**config.mk**
```make
export PLATFORM = sky130hd
export DESIGN_NAME = regfile_onehot_32_flat
export DESIGN_NICKNAME = d
export VERILOG_FILES = /design/src/rtl/regfile_onehot_32_if.sv /design/src/rtl/regfile_onehot_32.sv /design/src/flat_wrapper.sv
export SDC_FILE = /design/constraint.sdc
export NUM_CORES = 2
export LEC_CHECK = 0
export CAP_MARGIN = 20
export CORE_ASPECT_RATIO = 0.5
export CORE_UTILIZATION = 45
export DETAILED_ROUTE_END_ITERATION = 8
export GPL_TIMING_DRIVEN = 1
export HOLD_SLACK_MARGIN = 0.03
export SLEW_MARGIN = 20
export SYNTH_ARGS = -nofsm -noshare
export SYNTH_HDL_FRONTEND = slang
export SYNTH_SLANG_ARGS = --single-unit
```
**constraint.sdc**
```tcl
create_clock -name clock -period 5.1 [get_ports clock]
set_clock_uncertainty 0.15 [all_clocks]
set_input_delay 1.02 -clock clock [delete_from_list [all_inputs] [get_ports clock]]
set_output_delay 1.02 -clock clock [all_outputs]
set_load 0.05 [all_outputs]
```
**src/rtl/regfile_onehot_32_if.sv**
```systemverilog
// regfile_onehot_32_if: write/read bus of the one-hot register file
interface regfile_onehot_32_if #(
  parameter int WIDTH  = 32,
  parameter int DEPTH  = 32,
  parameter int ADDR_W = 5
);
  logic [DEPTH-1:0]  we_onehot;
  logic [WIDTH-1:0]  data_writeReg;
  logic [ADDR_W-1:0] ctrl_readRegA;
  logic [ADDR_W-1:0] ctrl_readRegB;
  logic [WIDTH-1:0]  data_readRegA;
  logic [WIDTH-1:0]  data_readRegB;
  logic              onehot_err;
  modport master (
    output we_onehot, data_writeReg, ctrl_readRegA, ctrl_readRegB,
    input  data_readRegA, data_readRegB, onehot_err
  );
  modport slave (
    input  we_onehot, data_writeReg, ctrl_readRegA, ctrl_readRegB,
    output data_readRegA, data_readRegB, onehot_err
  );
endinterface

```
**src/rtl/regfile_onehot_32.sv**
```systemverilog
// regfile_onehot_32: 32x32 register file, one-hot write port, write-first bypassed reads, sticky multi-hot error
module regfile_onehot_32 #(
  parameter int WIDTH  = 32,
  parameter int DEPTH  = 32,
  parameter int ADDR_W = 5
) (
  input logic              clock,
  input logic              ctrl_reset_n,
  regfile_onehot_32_if.slave bus
);
  logic [WIDTH-1:0]  regs [DEPTH];
  logic [DEPTH-1:0]  wr_sel;
  logic [ADDR_W-1:0] addr_a;
  logic [ADDR_W-1:0] addr_b;
  logic              no_we;
  logic              multi_we;
  logic              single_we;
  logic              err;
  // x & (x-1) clears the lowest set bit, so any remainder means two or more enables
  assign no_we     = ~|bus.we_onehot;
  assign multi_we  = |(bus.we_onehot & (bus.we_onehot - DEPTH'(1)));
  assign single_we = ~no_we & ~multi_we;
  // Only a clean single enable on a non-zero register writes; it also selects the bypass
  assign wr_sel    = single_we ? {bus.we_onehot[DEPTH-1:1], 1'b0} : '0;
  assign addr_a    = bus.ctrl_readRegA;
  assign addr_b    = bus.ctrl_readRegB;
  // Read ports: zero in reset or at address 0, else write-first bypass, else stored value
  assign bus.data_readRegA = (!ctrl_reset_n || addr_a == '0) ? '0 :
                             wr_sel[addr_a] ? bus.data_writeReg : regs[addr_a];
  assign bus.data_readRegB = (!ctrl_reset_n || addr_b == '0) ? '0 :
                             wr_sel[addr_b] ? bus.data_writeReg : regs[addr_b];
  assign bus.onehot_err    = err;
  // Register array; entry 0 is only ever cleared, so it stays zero
  always_ff @(posedge clock or negedge ctrl_reset_n) begin
    if (!ctrl_reset_n) begin
      for (int i = 0; i < DEPTH; i++) regs[i] <= '0;
    end else begin
      for (int i = 1; i < DEPTH; i++) if (wr_sel[i]) regs[i] <= bus.data_writeReg;
    end
  end
  // Sticky error: set by any multi-hot enable vector, cleared only by reset
  always_ff @(posedge clock or negedge ctrl_reset_n) begin
    if (!ctrl_reset_n) err <= 1'b0;
    else if (multi_we) err <= 1'b1;
  end
endmodule

```
**src/flat_wrapper.sv**
```systemverilog
// flat-port wrapper written by rule: the top's interface ports become plain ports
module regfile_onehot_32_flat 
#(
  parameter int WIDTH  = 32,
  parameter int DEPTH  = 32,
  parameter int ADDR_W = 5
)
  (clock, ctrl_reset_n, bus_we_onehot, bus_data_writeReg, bus_ctrl_readRegA, bus_ctrl_readRegB, bus_data_readRegA, bus_data_readRegB, bus_onehot_err);
  regfile_onehot_32_if #(.WIDTH(WIDTH), .DEPTH(DEPTH), .ADDR_W(ADDR_W)) bus_i ();
  input logic clock;
  input logic ctrl_reset_n;
  input wire logic [$bits(bus_i.we_onehot)-1:0] bus_we_onehot;
  input wire logic [$bits(bus_i.data_writeReg)-1:0] bus_data_writeReg;
  input wire logic [$bits(bus_i.ctrl_readRegA)-1:0] bus_ctrl_readRegA;
  input wire logic [$bits(bus_i.ctrl_readRegB)-1:0] bus_ctrl_readRegB;
  output wire logic [$bits(bus_i.data_readRegA)-1:0] bus_data_readRegA;
  output wire logic [$bits(bus_i.data_readRegB)-1:0] bus_data_readRegB;
  output wire logic [$bits(bus_i.onehot_err)-1:0] bus_onehot_err;
  assign bus_i.we_onehot = bus_we_onehot;
  assign bus_i.data_writeReg = bus_data_writeReg;
  assign bus_i.ctrl_readRegA = bus_ctrl_readRegA;
  assign bus_i.ctrl_readRegB = bus_ctrl_readRegB;
  assign bus_data_readRegA = bus_i.data_readRegA;
  assign bus_data_readRegB = bus_i.data_readRegB;
  assign bus_onehot_err = bus_i.onehot_err;
  regfile_onehot_32 #(.WIDTH(WIDTH), .DEPTH(DEPTH), .ADDR_W(ADDR_W)) u_core (.clock(clock), .ctrl_reset_n(ctrl_reset_n), .bus(bus_i));
endmodule
```
# After elaboration in Yosys (flattened, before gate mapping)
# Index checks and enable logic that the tools add are counted.
# Widths: inputs -> output; s select.
# op_classes
n_addsub,1
order_cmp,4
mux,15
bitwise,5
n_reduce_logical,7
# op_table
operator,n
$bmux 32 s5,2
$mux 32,9
$reduce_or 32->1,2
$and 32x32->32,1
$sub 32x1->32 const B,1
$ge 6x6->1 const B,2
$lt 5x6->1 const B,2
$not 5->6,2
$bmux 1 s5,2
$logic_not 5->1,2
$logic_or 1x1->1,2
$mux 1,2
$and 1x1->1,1
$logic_not 1->1,1
$not 1->1,1
# word_totals
regBits,993
inputBits,76
elab_cells,64

# Logic depth before layout (Yosys ltp)
# logic_depth
ltp_word,10
ltp_mapped,12

# Worst setup path before layout
# OpenSTA, ideal clock, no wires.
# synth_path
path_kind,input-to-output
from,input port bus_we_onehot[3]
to,output port bus_data_readRegB[10]
arrival_ns,4.252
required_time_ns,3.930
setup_slack_ns,-0.322
cell_stages,11
cell_sequence,buf_2 > nor4_4 > nand4_2 > o41ai_2 > o2111ai_2 > nor3_2 > buf_2 > and3_1 > buf_4 > buf_6 > mux2i_1
# synth_between
elab_chain_cells,10
# synth_rtl
element,line_no,source
from (decl),flat_wrapper.sv:12,input wire logic [$bits(bus_i.we_onehot)-1:0] bus_we_onehot;
$sub 32x1->32,regfile_onehot_32.sv:21,assign multi_we = |(bus.we_onehot & (bus.we_onehot - DEPTH'(1)));
$and 32x32->32,regfile_onehot_32.sv:21,
$reduce_or 32->1,regfile_onehot_32.sv:21,
$not 1->1,regfile_onehot_32.sv:22,assign single_we = ~no_we & ~multi_we;
$and 1x1->1,regfile_onehot_32.sv:22,
$mux 32 (*),regfile_onehot_32.sv:24,"assign wr_sel = single_we ? {bus.we_onehot[DEPTH-1:1], 1'b0} : '0;"
$bmux 1 s5 (*),regfile_onehot_32.sv:31,wr_sel[addr_b] ? bus.data_writeReg : regs[addr_b];
$mux 1 (not written as such) (*),regfile_onehot_32.sv:31,
$mux 32 (*),regfile_onehot_32.sv:31,
$mux 32 (*),regfile_onehot_32.sv:30,assign bus.data_readRegB = (!ctrl_reset_n || addr_b == '0) ? '0 :
to (decl),flat_wrapper.sv:17,output wire logic [$bits(bus_i.data_readRegB)-1:0] bus_data_readRegB;
# Every way passes the cells marked *; elsewhere a longest branch is shown, timed or not. The select of a mux whose other input is x is not followed.

# Final worst setup path
# layout_path
from,input port bus_we_onehot[2]
to,output port bus_data_readRegB[10]
# The elaborated chain is that of the path after synthesis.

==> metrics.md <==
| Metric | Value |
|---|---|
| Skew-Pair Late Insertion Delay | 710 ps |
| Final wirelength | between 150000 and 200000 µm |
| Drt pass-1 iters | 5 |
| Synth warn | 32 |
| Syn Area/Cell | 15.61 µm² |
| Die area | roughly 120000 µm² |
| Main flop type after synthesis | dfrtp_1 |
| Iter 0 DRT Violations | 3324 |
| Ys async rst share | 100.0% |
| WHS | 351.7 ps |
| Largest net degree at the start of global routing | approximately 160 |
| Row cnt | 90 |
| Sequential fraction of the synthesis area | 45.00% |
| EDFF count, synth | 0 |
| Vias in the first global route | around 37000 |
| Flop and latch count out of synthesis | 993 |
| Global route overflow | 0 |
| Worst slack at placement | -478.9 ps |
| Drt via density | about 6.5 |
| Core Util, Final | 53.92% |
| Overall power | 16.97 mW |
| Starting Density | between 40 and 50% |
| Worst Max-Slew Pin Slew | slightly above 1000 ps |
| Final net count | 3779 |
| Clock tree buffer depth | 3 |
| Die Y | 249.7 µm |
| Via Count | 35180 |
| Final Slew Violations | 0 |
| Power Density | 259.8 nW/µm² |
| VDD IR max | 0.2146 mV |
| Post-Synthesis Cells | 3537 |
| Crit-path max FO | 8 |
| Top-Level Pins | 141 |
| Final hold violations | 0 |
| Max_slew headroom | 31.79% |
| Share of cells above drive strength 1 | 45.01% |
| Fillers | 9777 |
| HPWL after DPL | 109600 µm |
| Setup TNS | 0 ps |
| Core Area | 121200 µm² |
| Min-Delay Path Class | register to register |
| Syn_nets | about 3600 |
| Leak pwr | 30.42 nW |
| GRT Util Overall | just under 30% |
| Max Freq | 199.6 MHz |
| Final setup vio count | 0 |
| Netlist Area Pre-Place | 55220 µm² |
| Num CTS Buffers | 96 |
| Worst path cell trace | clkdlybuf4s15_1 > nor4_4 > buf_4 > nand4_4 > buf_6 > o22ai_2 > o2111a_2 > nand2_4 > nor3_4 > and3_4 > buf_12 > buf_16 > mux2i_4 > buf_12 |
| Htree depth | 3 |
| CP Capture Type | output pin |
| Delay-heaviest family, CP | buffers and inverters |
| Crit path largest cell delay | approximately 300 ps |
| Setup slack after layout | 89.93 ps |
| First-pass GRT wire length | 263100 µm |
| Synth unique cells | 55 |
| Worst EP required | 3930 ps |
| Final period util | 98.24% |
| Period minus WS final | ~5000 ps |
| CP Class | input pin to output pin |
| Sink Count | 993 |
| Ant diodes | 0 |
| Sum of buffers and inverters on the critical path | 6 |
| Slowest CP cell | o2111a_2 |
| Routed length per placed instance | around 33 µm |
| Cell mode on critical path | buf_12 |
| Startpoint types | input pin |
| IO Port Bufs | 140 |
| Root Buffer | clkbuf_16 |
| Max Cap Viol | 0 |
| CP arrival | roughly 3800 ps |
| Final antenna-violating net count | 0 |
| Status | complete, no violations |
| Drt drc | 0 |
| Die W | 497.4 µm |
| Clock slew seen by the registers of the worst setup and hold paths | about 60 ps |
| Placer Congestion | around 0.85 |
| Synth-to-Final Area Change | 18.33% |
| CTS tree | built |
| Initial antenna violation count | 0 |
## cells in the final DEF, fill, tap and decap left out, types with 6 or more instances in the layout
cell type / count
mux2_1: 636
a221o_1: 31
a22o_1: 33
nor2_2: 9
nor2_1: 65
and2_2: 8
and2_4: 13
dlymetal6s2s_1: 10
buf_4: 206
clkdlybuf4s50_1: 35
clkbuf_8: 21
o21ai_0: 36
dlygate4sd2_1: 6
buf_6: 8
clkbuf_2: 9
buf_12: 182
clkbuf_16: 98
mux2i_4: 30
clkdlybuf4s15_1: 6
a221oi_1: 31
mux4_2: 561
mux2_2: 454
clkinv_2: 20
mux2i_1: 63
dfrtp_1: 993
nand2_4: 8
clkbuf_1: 20
bufinv_16: 11
nand2_1: 69
## area by class of cell
type	instances	area, µm²	share of cell area (%)
clock buffer	138	2791	4.273
clock inverter	38	516.7	0.7909
inverter	6	25.02	0.03830
multi-input combinational	2131	28970	44.34
sequential	993	24850	38.03
tap	1610	2014	3.083
timing repair buffer	475	6166	9.438
## what timing repair did
action,in CTS,in global routing
hold endpoints to repair,30,0
endpoints found under the setup margin,64,64
cloned,3,0
pin swaps,20,20
buffers inserted,20,4
gates resized for setup,64,63
hold buffers,1,0
## power by group
group	internal (mW)	switching (mW)	total, mW
combinational	0.524	0.953	1.48
clock	4.37	3.25	7.62
sequential	7.88	0.00000000750	7.88
total	12.8	4.20	17.0
## path summary, 6_finish.rpt
| path | start | to | slack [ps] | depth (start not counted) |
|---|---|---|---|---|
| worst min register to register | u_core.regs[307] | u_core.regs[307] | 350 | 1 |
| max in group asynchronous | ctrl_reset_n | u_core.regs[872] | 2210 | 4 |
| worst min-delay path | u_core.regs[307] | u_core.regs[307] | 350 | 1 |
| min in group asynchronous | ctrl_reset_n | u_core.regs[250] | 630 | 2 |
| worst max register to register | u_core.bus.onehot_err | u_core.bus.onehot_err | 3950 | 1 |
| worst max-delay path | bus_we_onehot[2] | bus_data_readRegB[10] | 90 | 14 |
## cell families after synthesis
logic type      count (synthesis)  synth area share [%]
mux                          1748                 46.87
fa+ha+maj                       1               0.01813
simple gates                  220                 1.906
buf+inv                       413                 3.868
compound gates                162                 2.334
flops                         993                 45.00
## per-stage QoR
| step | cells | cell area (µm²) |
|---|---|---|
| 6_report | 5391 | 65330 |
| 5_1_grt | 5391 | 65330 |
| 4_1_cts | 5387 | 65180 |
| 3_5_place_dp | 5187 | 61400 |
| 3_3_place_gp | 5187 | 61400 |
| 2_1_floorplan | 3537 | 55480 |
## synth_stat cells (2+ instances only)
cell type,n,area share (%)
nor3_1,6,0.054
nor3_2,2,0.036
dfrtp_1,993,45
nor2_1,74,0.50
o21ai_0,39,0.35
nor4_1,7,0.079
nor4_4,2,0.077
nor4_2,3,0.068
mux2_2,454,9.3
a31oi_1,2,0.023
a211oi_1,3,0.041
nand4_1,3,0.034
nand3_1,5,0.045
and2_1,21,0.24
or3_1,4,0.045
buf_4,26,0.35
a221oi_1,32,0.51
o2111ai_1,2,0.032
inv_1,6,0.041
buf_1,77,0.52
or4_1,2,0.027
mux4_2,561,23
nor2b_1,3,0.034
a21oi_1,3,0.027
nand2_1,79,0.54
clkbuf_1,214,1.5
buf_2,30,0.27
o211ai_1,3,0.041
o22ai_1,2,0.023
mux2_1,636,13
a22o_1,33,0.52
buf_6,60,1.2
a221o_1,31,0.56
nand2b_1,2,0.023
mux2i_1,97,1.8
## sequential cells by signal, indices dropped and copies added, names as in the netlist
| register | count |
|---|---|
| u_core.regs | 992 |
| u_core.bus.onehot_err | 1 |
## per-layer routing
layer | routed length [µm] | part of all wire (%) | global-route usage [%] | vias to the layer above
met1 | 77520 | 44 | 42.18 | 19420
met3 | 13360 | 7.5 | 5.911 | 288
met5 | 0 | 0 | 0 | -
met2 | 81610 | 46 | 44.48 | 1316
met4 | 5573 | 3.1 | 8.848 | 0
li1 | - | - | - | 14150
(Power assumes the default switching activity.)
